`config.mk`:
```
export PLATFORM = sky130hd
export DESIGN_NAME = mcdf_ctrl_regs
export DESIGN_NICKNAME = d
export VERILOG_FILES = /design/src/rtl/mcdf_ctrl_regs_pkg.sv /design/src/rtl/mcdf_ctrl_regs_slice.sv /design/src/rtl/mcdf_ctrl_regs.sv
export SDC_FILE = /design/constraint.sdc
export NUM_CORES = 1
export LEC_CHECK = 0
export ABC_AREA = 1
export CORE_MARGIN = 1
export CORE_UTILIZATION = 39
export DETAILED_ROUTE_END_ITERATION = 16
export PLACE_DENSITY_LB_ADDON = 0.12
export RECOVER_POWER = 25
export SLEW_MARGIN = 20
export SYNTH_ARGS = -nofsm -noshare
export SYNTH_HDL_FRONTEND = slang
export SYNTH_SLANG_ARGS = --single-unit
```
`constraint.sdc`:
```
create_clock -name clk -period 1.3 [get_ports clk]
set_input_delay 0.26 -clock clk [delete_from_list [all_inputs] [get_ports clk]]
set_output_delay 0.26 -clock clk [all_outputs]
set_load 0.05 [all_outputs]
```
`src/rtl/mcdf_ctrl_regs_pkg.sv`:
```
// Shared definitions for the MCDF control-register path: command encodings,
// register map, config field layout and helpers to pack/unpack config fields.
package mcdf_pkg;

    typedef enum logic [1:0] {
        CMD_IDLE = 2'b00,
        CMD_RD   = 2'b01,
        CMD_WR   = 2'b10,
        CMD_ILL  = 2'b11
    } cmd_e;

    localparam logic [7:0] SLV0_RW = 8'h00;
    localparam logic [7:0] SLV1_RW = 8'h04;
    localparam logic [7:0] SLV2_RW = 8'h08;
    localparam logic [7:0] SLV0_R  = 8'h10;
    localparam logic [7:0] SLV1_R  = 8'h14;
    localparam logic [7:0] SLV2_R  = 8'h18;

    localparam int EN_LSB   = 0;
    localparam int EN_W     = 1;
    localparam int PRIO_LSB = 1;
    localparam int PRIO_W   = 2;
    localparam int LEN_LSB  = 3;
    localparam int LEN_W    = 3;
    localparam int CFG_W    = EN_W + PRIO_W + LEN_W;

    localparam logic [31:0] RW_RST = 32'h0000_0007;

    typedef struct packed {
        logic [LEN_W-1:0]  len;
        logic [PRIO_W-1:0] prio;
        logic              en;
    } slv_cfg_t;

    function automatic logic [7:0] rw_addr(input int ch);
        case (ch)
            0:       return SLV0_RW;
            1:       return SLV1_RW;
            default: return SLV2_RW;
        endcase
    endfunction

    function automatic logic [7:0] ro_addr(input int ch);
        case (ch)
            0:       return SLV0_R;
            1:       return SLV1_R;
            default: return SLV2_R;
        endcase
    endfunction

    function automatic slv_cfg_t cfg_from_bits(input logic [CFG_W-1:0] b);
        slv_cfg_t c;
        c.en   = b[EN_LSB];
        c.prio = b[PRIO_LSB +: PRIO_W];
        c.len  = b[LEN_LSB +: LEN_W];
        return c;
    endfunction

    function automatic logic [CFG_W-1:0] cfg_to_bits(input slv_cfg_t c);
        logic [CFG_W-1:0] b;
        b                      = '0;
        b[EN_LSB]              = c.en;
        b[PRIO_LSB +: PRIO_W]  = c.prio;
        b[LEN_LSB +: LEN_W]    = c.len;
        return b;
    endfunction

endpackage

```
`src/rtl/mcdf_ctrl_regs_slice.sv`:
```
// One channel's RW configuration register: stores the config field bits on a
// write strobe and presents them both as decoded fields and as a read word.
module ctrl_reg_slice
    import mcdf_pkg::*;
#(
    parameter int          DATA_W  = 32,
    parameter logic [31:0] RST_VAL = mcdf_pkg::RW_RST
) (
    input  logic                 clk,
    input  logic                 rstn,
    input  logic                 i_wr_en,
    input  logic [CFG_W-1:0]     i_wr_cfg,
    output slv_cfg_t             o_cfg,
    output logic [DATA_W-1:0]    o_rd_val
);

    slv_cfg_t r_cfg;

    always_ff @(posedge clk or posedge rstn) begin
        if (rstn) begin
            r_cfg <= cfg_from_bits(RST_VAL[CFG_W-1:0]);
        end else if (i_wr_en) begin
            r_cfg <= cfg_from_bits(i_wr_cfg);
        end
    end

    // Reserved bits above the config fields always read back as zero.
    assign o_cfg    = r_cfg;
    assign o_rd_val = {{(DATA_W-CFG_W){1'b0}}, cfg_to_bits(r_cfg)};

endmodule

```
`src/rtl/mcdf_ctrl_regs.sv`:
```
// MCDF control/status register block: per-channel RW config (enable, priority,
// packet length) and RO FIFO-margin status behind a simple cmd/addr/data port.
module mcdf_ctrl_regs
    import mcdf_pkg::*;
#(
    parameter int          ADDR_W  = 8,
    parameter int          DATA_W  = 32,
    parameter int          NUM_CH  = 3,
    parameter int          AVAIL_W = 8,
    parameter logic [31:0] RW_RST  = mcdf_pkg::RW_RST
) (
    input  logic                      clk,
    input  logic                      rstn,
    input  logic [1:0]                i_cmd,
    input  logic [ADDR_W-1:0]         i_cmd_addr,
    input  logic [DATA_W-1:0]         i_cmd_data_w,
    output logic [DATA_W-1:0]         o_cmd_data_r,
    output logic                      o_cmd_err,
    input  logic [NUM_CH*AVAIL_W-1:0] i_slv_avail,
    output logic [NUM_CH-1:0]         o_slv_en,
    output logic [NUM_CH*2-1:0]       o_slv_prio,
    output logic [NUM_CH*3-1:0]       o_slv_len
);

    cmd_e                w_cmd;
    logic [NUM_CH-1:0]   w_rw_sel;
    logic [NUM_CH-1:0]   w_ro_sel;
    logic                w_mapped;
    logic [NUM_CH-1:0]   w_wr_en;
    logic [DATA_W-1:0]   w_rd_data;
    logic                w_err;
    slv_cfg_t            w_cfg     [NUM_CH];
    logic [DATA_W-1:0]   w_slice_rd[NUM_CH];
    logic                w_unused;

    logic [DATA_W-1:0]   r_cmd_data_r;
    logic                r_cmd_err;

    assign w_cmd = cmd_e'(i_cmd);

    // Full-width compare so no address aliases onto a register.
    always_comb begin
        w_rw_sel = '0;
        w_ro_sel = '0;
        for (int ch = 0; ch < NUM_CH; ch++) begin
            w_rw_sel[ch] = (i_cmd_addr == ADDR_W'(rw_addr(ch)));
            w_ro_sel[ch] = (i_cmd_addr == ADDR_W'(ro_addr(ch)));
        end
    end

    assign w_mapped = (|w_rw_sel) | (|w_ro_sel);
    assign w_wr_en  = (w_cmd == CMD_WR) ? w_rw_sel : '0;

    always_comb begin
        w_rd_data = '0;
        for (int ch = 0; ch < NUM_CH; ch++) begin
            if (w_rw_sel[ch]) begin
                w_rd_data = w_slice_rd[ch];
            end
            if (w_ro_sel[ch]) begin
                w_rd_data = DATA_W'(i_slv_avail[ch*AVAIL_W +: AVAIL_W]);
            end
        end
    end

    // Writes are only legal to RW slots; reads are legal to any mapped slot.
    always_comb begin
        w_err = 1'b0;
        case (w_cmd)
            CMD_IDLE: w_err = 1'b0;
            CMD_RD:   w_err = ~w_mapped;
            CMD_WR:   w_err = ~(|w_rw_sel);
            CMD_ILL:  w_err = 1'b1;
            default:  w_err = 1'b1;
        endcase
    end

    always_ff @(posedge clk or posedge rstn) begin
        if (rstn) begin
            r_cmd_data_r <= '0;
            r_cmd_err    <= 1'b0;
        end else begin
            r_cmd_err <= w_err;
            if (w_cmd == CMD_RD) begin
                r_cmd_data_r <= w_rd_data;
            end
        end
    end

    assign o_cmd_data_r = r_cmd_data_r;
    assign o_cmd_err    = r_cmd_err;

    for (genvar gi = 0; gi < NUM_CH; gi++) begin : g_ch
        ctrl_reg_slice #(
            .DATA_W  (DATA_W),
            .RST_VAL (RW_RST)
        ) u_slice (
            .clk      (clk),
            .rstn     (rstn),
            .i_wr_en  (w_wr_en[gi]),
            .i_wr_cfg (i_cmd_data_w[CFG_W-1:0]),
            .o_cfg    (w_cfg[gi]),
            .o_rd_val (w_slice_rd[gi])
        );

        assign o_slv_en[gi]         = w_cfg[gi].en;
        assign o_slv_prio[gi*2 +: 2] = w_cfg[gi].prio;
        assign o_slv_len[gi*3 +: 3]  = w_cfg[gi].len;
    end

    // Reserved write-data bits are intentionally dropped.
    assign w_unused = &{1'b0, i_cmd_data_w[DATA_W-1:CFG_W]};

endmodule

```
Word level (Yosys, flattened, before mapping)
Index checks and enable logic that the tools add are counted.

word-level totals
  flip-flop bits (word level) = 51
  input port bits = 68
  output and inout bits = 51

cells by class
  equality and inequality tests = 8
  mux-type cells = 8
  bitwise gates (word level) = 3
  reductions and logical operators = 4

operators by type and width
  cell                                                                   number
  32-bit 2-to-1 mux                                                      4
  8-bit by 5-bit equality test with 1-bit output, second input constant  3
  8-bit by 3-bit equality test with 1-bit output, second input constant  1
  8-bit by 4-bit equality test with 1-bit output, second input constant  1
  8-bit logical NOT                                                      1
  8-bit 2-to-1 mux                                                       1
  6-bit 2-to-1 mux                                                       1
  3-bit OR reduction                                                     2
  2-bit equality test, second input constant                             2
  1-bit case mux with 4 select lines                                     1
  3-bit 2-to-1 mux                                                       1
  2-bit by 1-bit equality test with 1-bit output, second input constant  1
  2-bit logical NOT                                                      1
  1-bit inverter                                                         2
  1-bit bitwise OR                                                       1

Logic depth before layout (Yosys ltp)
  depth after elaboration = 7
  gate-level depth with buffers = 9

Modules after synthesis
From an unflattened synthesis, not the netlist that was laid out.

second synthesis, totals
  cells, all modules = 549
  area, all modules = 3781.1 sq um

modules (own cells, without submodules)
  module          area an instance (sq um)  times used  seq. area each (sq um)  cells each
  mcdf_ctrl_regs  2362.3                    1           825.8                   372
  ctrl_reg_slice  473.0                     3           153.9                   59

Least setup slack after synthesis
OpenSTA, ideal clock, no wires.

  path type = input -> register
  start point = input i_cmd_addr[7]
  end point = register g_ch[0].u_slice.r_cfg (netlist bit g_ch[0].u_slice.o_cfg[3])
  library setup time = 120 ps
  data arrival time = 1074 ps
  slack = 106 ps
  required time = 1180 ps
  stages on the path = 7
  path buffers = 1
  cell sequence = nor2_1 -> nand2_2 -> nor2_4 -> nand2_2 -> buf_6 -> nand2_1 -> o21ai_2

on the way
  cells in the longest elaborated chain, start to end = 2

RTL lines
  what                  line                        source
  from (decl)           mcdf_ctrl_regs.sv:15        input logic [ADDR_W-1:0] i_cmd_addr,
  8-bit logical NOT     mcdf_ctrl_regs.sv:46        w_rw_sel[ch] = (i_cmd_addr == ADDR_W'(rw_addr(ch)));
  3-bit 2-to-1 mux      mcdf_ctrl_regs.sv:52        assign w_wr_en = (w_cmd == CMD_WR) ? w_rw_sel : '0;
  to (signal assigned)  mcdf_ctrl_regs_slice.sv:21  r_cfg <= cfg_from_bits(RST_VAL[CFG_W-1:0]);
  to (signal assigned)  mcdf_ctrl_regs_slice.sv:23  r_cfg <= cfg_from_bits(i_wr_cfg);
  to (decl)             mcdf_ctrl_regs_slice.sv:17  slv_cfg_t r_cfg;

No other way between the ends.
A chain may end at the register's enable or synchronous reset.

Worst setup path after layout
  start point = register g_ch[2].u_slice.r_cfg (netlist bit g_ch[2].u_slice.o_cfg[0])
  end point = output o_slv_en[2]

RTL lines
  what                    line                        source
  from (decl)             mcdf_ctrl_regs_slice.sv:17
  from (signal assigned)  mcdf_ctrl_regs_slice.sv:21
  from (signal assigned)  mcdf_ctrl_regs_slice.sv:23
  to (decl)               mcdf_ctrl_regs.sv:20        output logic [NUM_CH-1:0] o_slv_en,

No word-level cell between the ends.

==> summary.txt <==
Global routing
  • Vias in the first global route: between 1,500 and 2,000
  • First-pass GRT wire length: 7360 µm
  • Initial antenna violation count: 0
  • Grt ovf: 0
  • Largest net degree at the start of global routing: 28
  • Tot GR Track Use: 19.1%

Timing
  • Least-Margin Pin Slew: 664 ps
  • Setup tns final: 0 ps
  • Fmax: 794 MHz
  • Period utilization: a little over nine tenths
  • Worst Clk Skew: around 0.96 ps
  • Setup repair after global routing missed its margin: yes
  • Slew margin rel.: a little under three fifths
  • Fin. max-slew vios: 0
  • Final setup vio count: 0
  • Fin crit period: 1260 ps
  • Fin. Hold Viols: 0

Worst setup path
  • Reg2Reg Depth: 6
  • Critical Path, Cell by Cell: buf_12
  • Crit path launch: g_ch[2].u_slice.o_cfg[0]
  • Arr. time, crit path: 1000 ps
  • Worst r2r src: g_ch[1].u_slice.o_cfg[1]
  • WP data required: between 1000 and 1500 ps
  • Critical path's largest stage delay: 590 ps
  • Crit path to: o_slv_en[2]
  • Reg2reg setup slack: approximately 200 ps
  • CP Launch Type: register
  • Buf+Inv Stages, Crit Path: 1
  • R2r endpoint: o_cmd_data_r[1]
  • Slowest stage cell, crit path: dfstp_2
  • CP Max Fanout: 3
  • Crit. End Element: primary output
  • WS Path Type: register to primary output
  • Critical path depth in cells: 1
  • Top delay family on crit path: flip-flops

Logic synthesis
  • Number of synthesized register bits: 27
  • Cells after Synth: 223
  • Synth area leader: dfrtp_1
  • Largest cells by area after synthesis: dfrtp_1 25%, nand2_1 15%, dfstp_2 13%
  • Post-synth EDFFs: 0
  • Cell area after synthesis: between 0.0015 and 0.002 mm²
  • Top cells by count, synth: 69 x nand2_1, 24 x buf_4, 19 x inv_1, 18 x dfrtp_1, 18 x o21ai_2
  • Ys flop type: dfrtp_1
  • Syn Area/Cell: 7.94 µm²
  • Yosys Warn Count: 0
  • Seq/Total Area, Yosys: 38.8%
  • Synth cell types: 24
  • Area share of the largest cell type after synthesis: approximately 25%
  • Synth async-reset ratio: 100%
  • Count leader, synth: nand2_1

Clock tree
  • H-tree levels: 1
  • Worst skew pair latency: 270 ps
  • CTS max path bufs: 2
  • Clk sink count: 27
  • Cts bufs inserted: 3
  • CTS root buf: clkbuf_8
  • Worst-path clk slew: approximately 90 ps
  • CTS tree: done

Pwr
  • PD cells: ~700 mW/mm²
  • VDD IR max: approximately 0.51 mV
  • Leakage: 1.34 nW
  • Total Power: 2.00 mW

Floorplanning
  • FP Rows: 24
  • Die Area: 0.00481 mm²
  • Core area: 0.00435 mm²
  • Die width: 69.4 µm
  • DIE HEIGHT: 69.4 µm
  • I/O Pins: 119
  • Initial Util: between 40% and 50%

Route
  • Vias: 1,626
  • Top routing layer used: met4
  • Antenna Violating Nets Remaining: 0
  • Wire length on met2: 2270 µm
  • Via density: 4.55
  • Total wire length: roughly 4400 µm
  • 1st-iter DRT viols: 73
  • Routed met1 length: 1840 µm
  • DR WL/cell: 12.4 µm
  • Wire length on met3: 235 µm
  • DRC Markers: 0
  • Drt pass-1 iters: 4

Flow run
  • Number of max-cap violations: 0

Cells and area
  • Final net count: ~370
  • P&R area growth vs syn: 61.9%
  • Layout cells sized above 1: 32.8%
  • Number of antenna diodes: 0

Placed design
  • Placed wire-length estimate: 3540 µm
  • Final GP Congestion: 0.793
  • # port buffers: 68

Worst hold path
  • Hold crit path type: primary input to register

Status
  • Status: finished clean
-- registers in the layout, summed over array words and instances, names as in the netlist --
signal and count:
o_cmd_err 1, o_cmd_data_r 8, g_ch.u_slice.o_cfg 18
-- cell families (layout without fill, tap and decap cells) --
logic type	after synthesis	in the layout	share of synthesized area (%)
flip-flops	27	27	38.8
AND/OR/NAND/NOR	123	123	33.5
buffers and inverters	50	109	17.0
AO/OA/AOI/OAI	22	22	10.5
other	1	24	0.212
-- through the flow --
stage	setup WS [ps]	cells	instance area [µm²]	util, %	hold slack [ps]
6_report	39.9	357	2870	65.8	404
5_1_grt	-19.1	357	2870	65.8	473
4_1_cts	6.61	357	2870	66.0	324
3_5_place_dp	-444	351	2790	64.1	497
3_3_place_gp	-412	351	2790	64.1	497
2_1_floorplan	106	246	1860	-	306
-- report_power, final --
| group | total (mW) | leakage (nW) | switching [mW] | internal [mW] |
|---|---|---|---|---|
| registers | 0.906 | 0.337 | 0.0337 | 0.872 |
| logic | 0.622 | 0.985 | 0.377 | 0.245 |
| clock network | 0.476 | 0.0228 | 0.257 | 0.219 |
| total | 2.00 | 1.34 | 0.667 | 1.34 |
-- layer usage --
layer  vias to the layer above  GRT usage, %
met5                         -             0
met4                         0          5.44
met3                         8          2.76
met2                        61          34.5
met1                       730          23.5
li1                        827             -
-- cell usage in the layout (no fill, tap or decap) --
master / synthesis / layout
clkbuf_8: 0 / 3
nand2_1: 69 / 67
dlygate4sd2_1: 0 / 4
conb_1: 1 / 24
buf_12: 0 / 29
nor2_4: 3 / 4
nand3_2: 1 / 1
o21ai_1: 1 / 1
o21ai_2: 18 / 18
o211ai_1: 1 / 1
nand2_4: 1 / 4
nand4_2: 1 / 1
clkdlybuf4s15_1: 0 / 3
clkdlybuf4s50_1: 0 / 32
clkbuf_2: 0 / 2
o21a_1: 2 / 2
dlygate4sd3_1: 0 / 1
clkbuf_1: 0 / 1
nor3_4: 2 / 2
inv_2: 3 / 3
dfstp_2: 9 / 9
dfrtp_1: 18 / 18
nor2_2: 2 / 3
nand4_1: 8 / 8
inv_1: 19 / 19
nand2_2: 9 / 8
buf_4: 24 / 12
nor2_1: 16 / 14
nand3_1: 10 / 9
nor3_1: 1 / 1
nand3_4: 0 / 1
-- final cells by class --
type                            instances  area [µm²]
Timing Repair Buffer                   83        1080
Multi-Input combinational cell        169         911
Tap cell                               52        65.1
Clock buffer                            4        45.0
Inverter                               22        82.6
Sequential cell                        27         687
Fill cell                             367        1490
-- repair_timing --
item / 4_1_cts / 5_1_grt
pin swaps: 11 / 13
setup endpoints to repair: 27 / 17
endpoints found under the hold margin: 0 / 0
cloned: 0 / 0
hold buffers: 0 / 0
resized for setup: 16 / 7
setup buffers: 2 / 0
-- worst min-delay path by stage --
stage | start | endpoint | slack [ps] | cells past startpoint
global placement | g_ch[2].u_slice.o_cfg[2] | g_ch[2].u_slice.o_cfg[2] | 500 | 2
finish | i_cmd_addr[1] | o_cmd_err | 400 | 5
floorplan | rstn | g_ch[0].u_slice.o_cfg[3] | 310 | 1
CTS | rstn | o_cmd_data_r[2] | 320 | 3
global route | i_cmd_addr[1] | o_cmd_err | 470 | 5
detailed placement | g_ch[2].u_slice.o_cfg[2] | g_ch[2].u_slice.o_cfg[2] | 500 | 2
(Power assumes the default switching activity.)
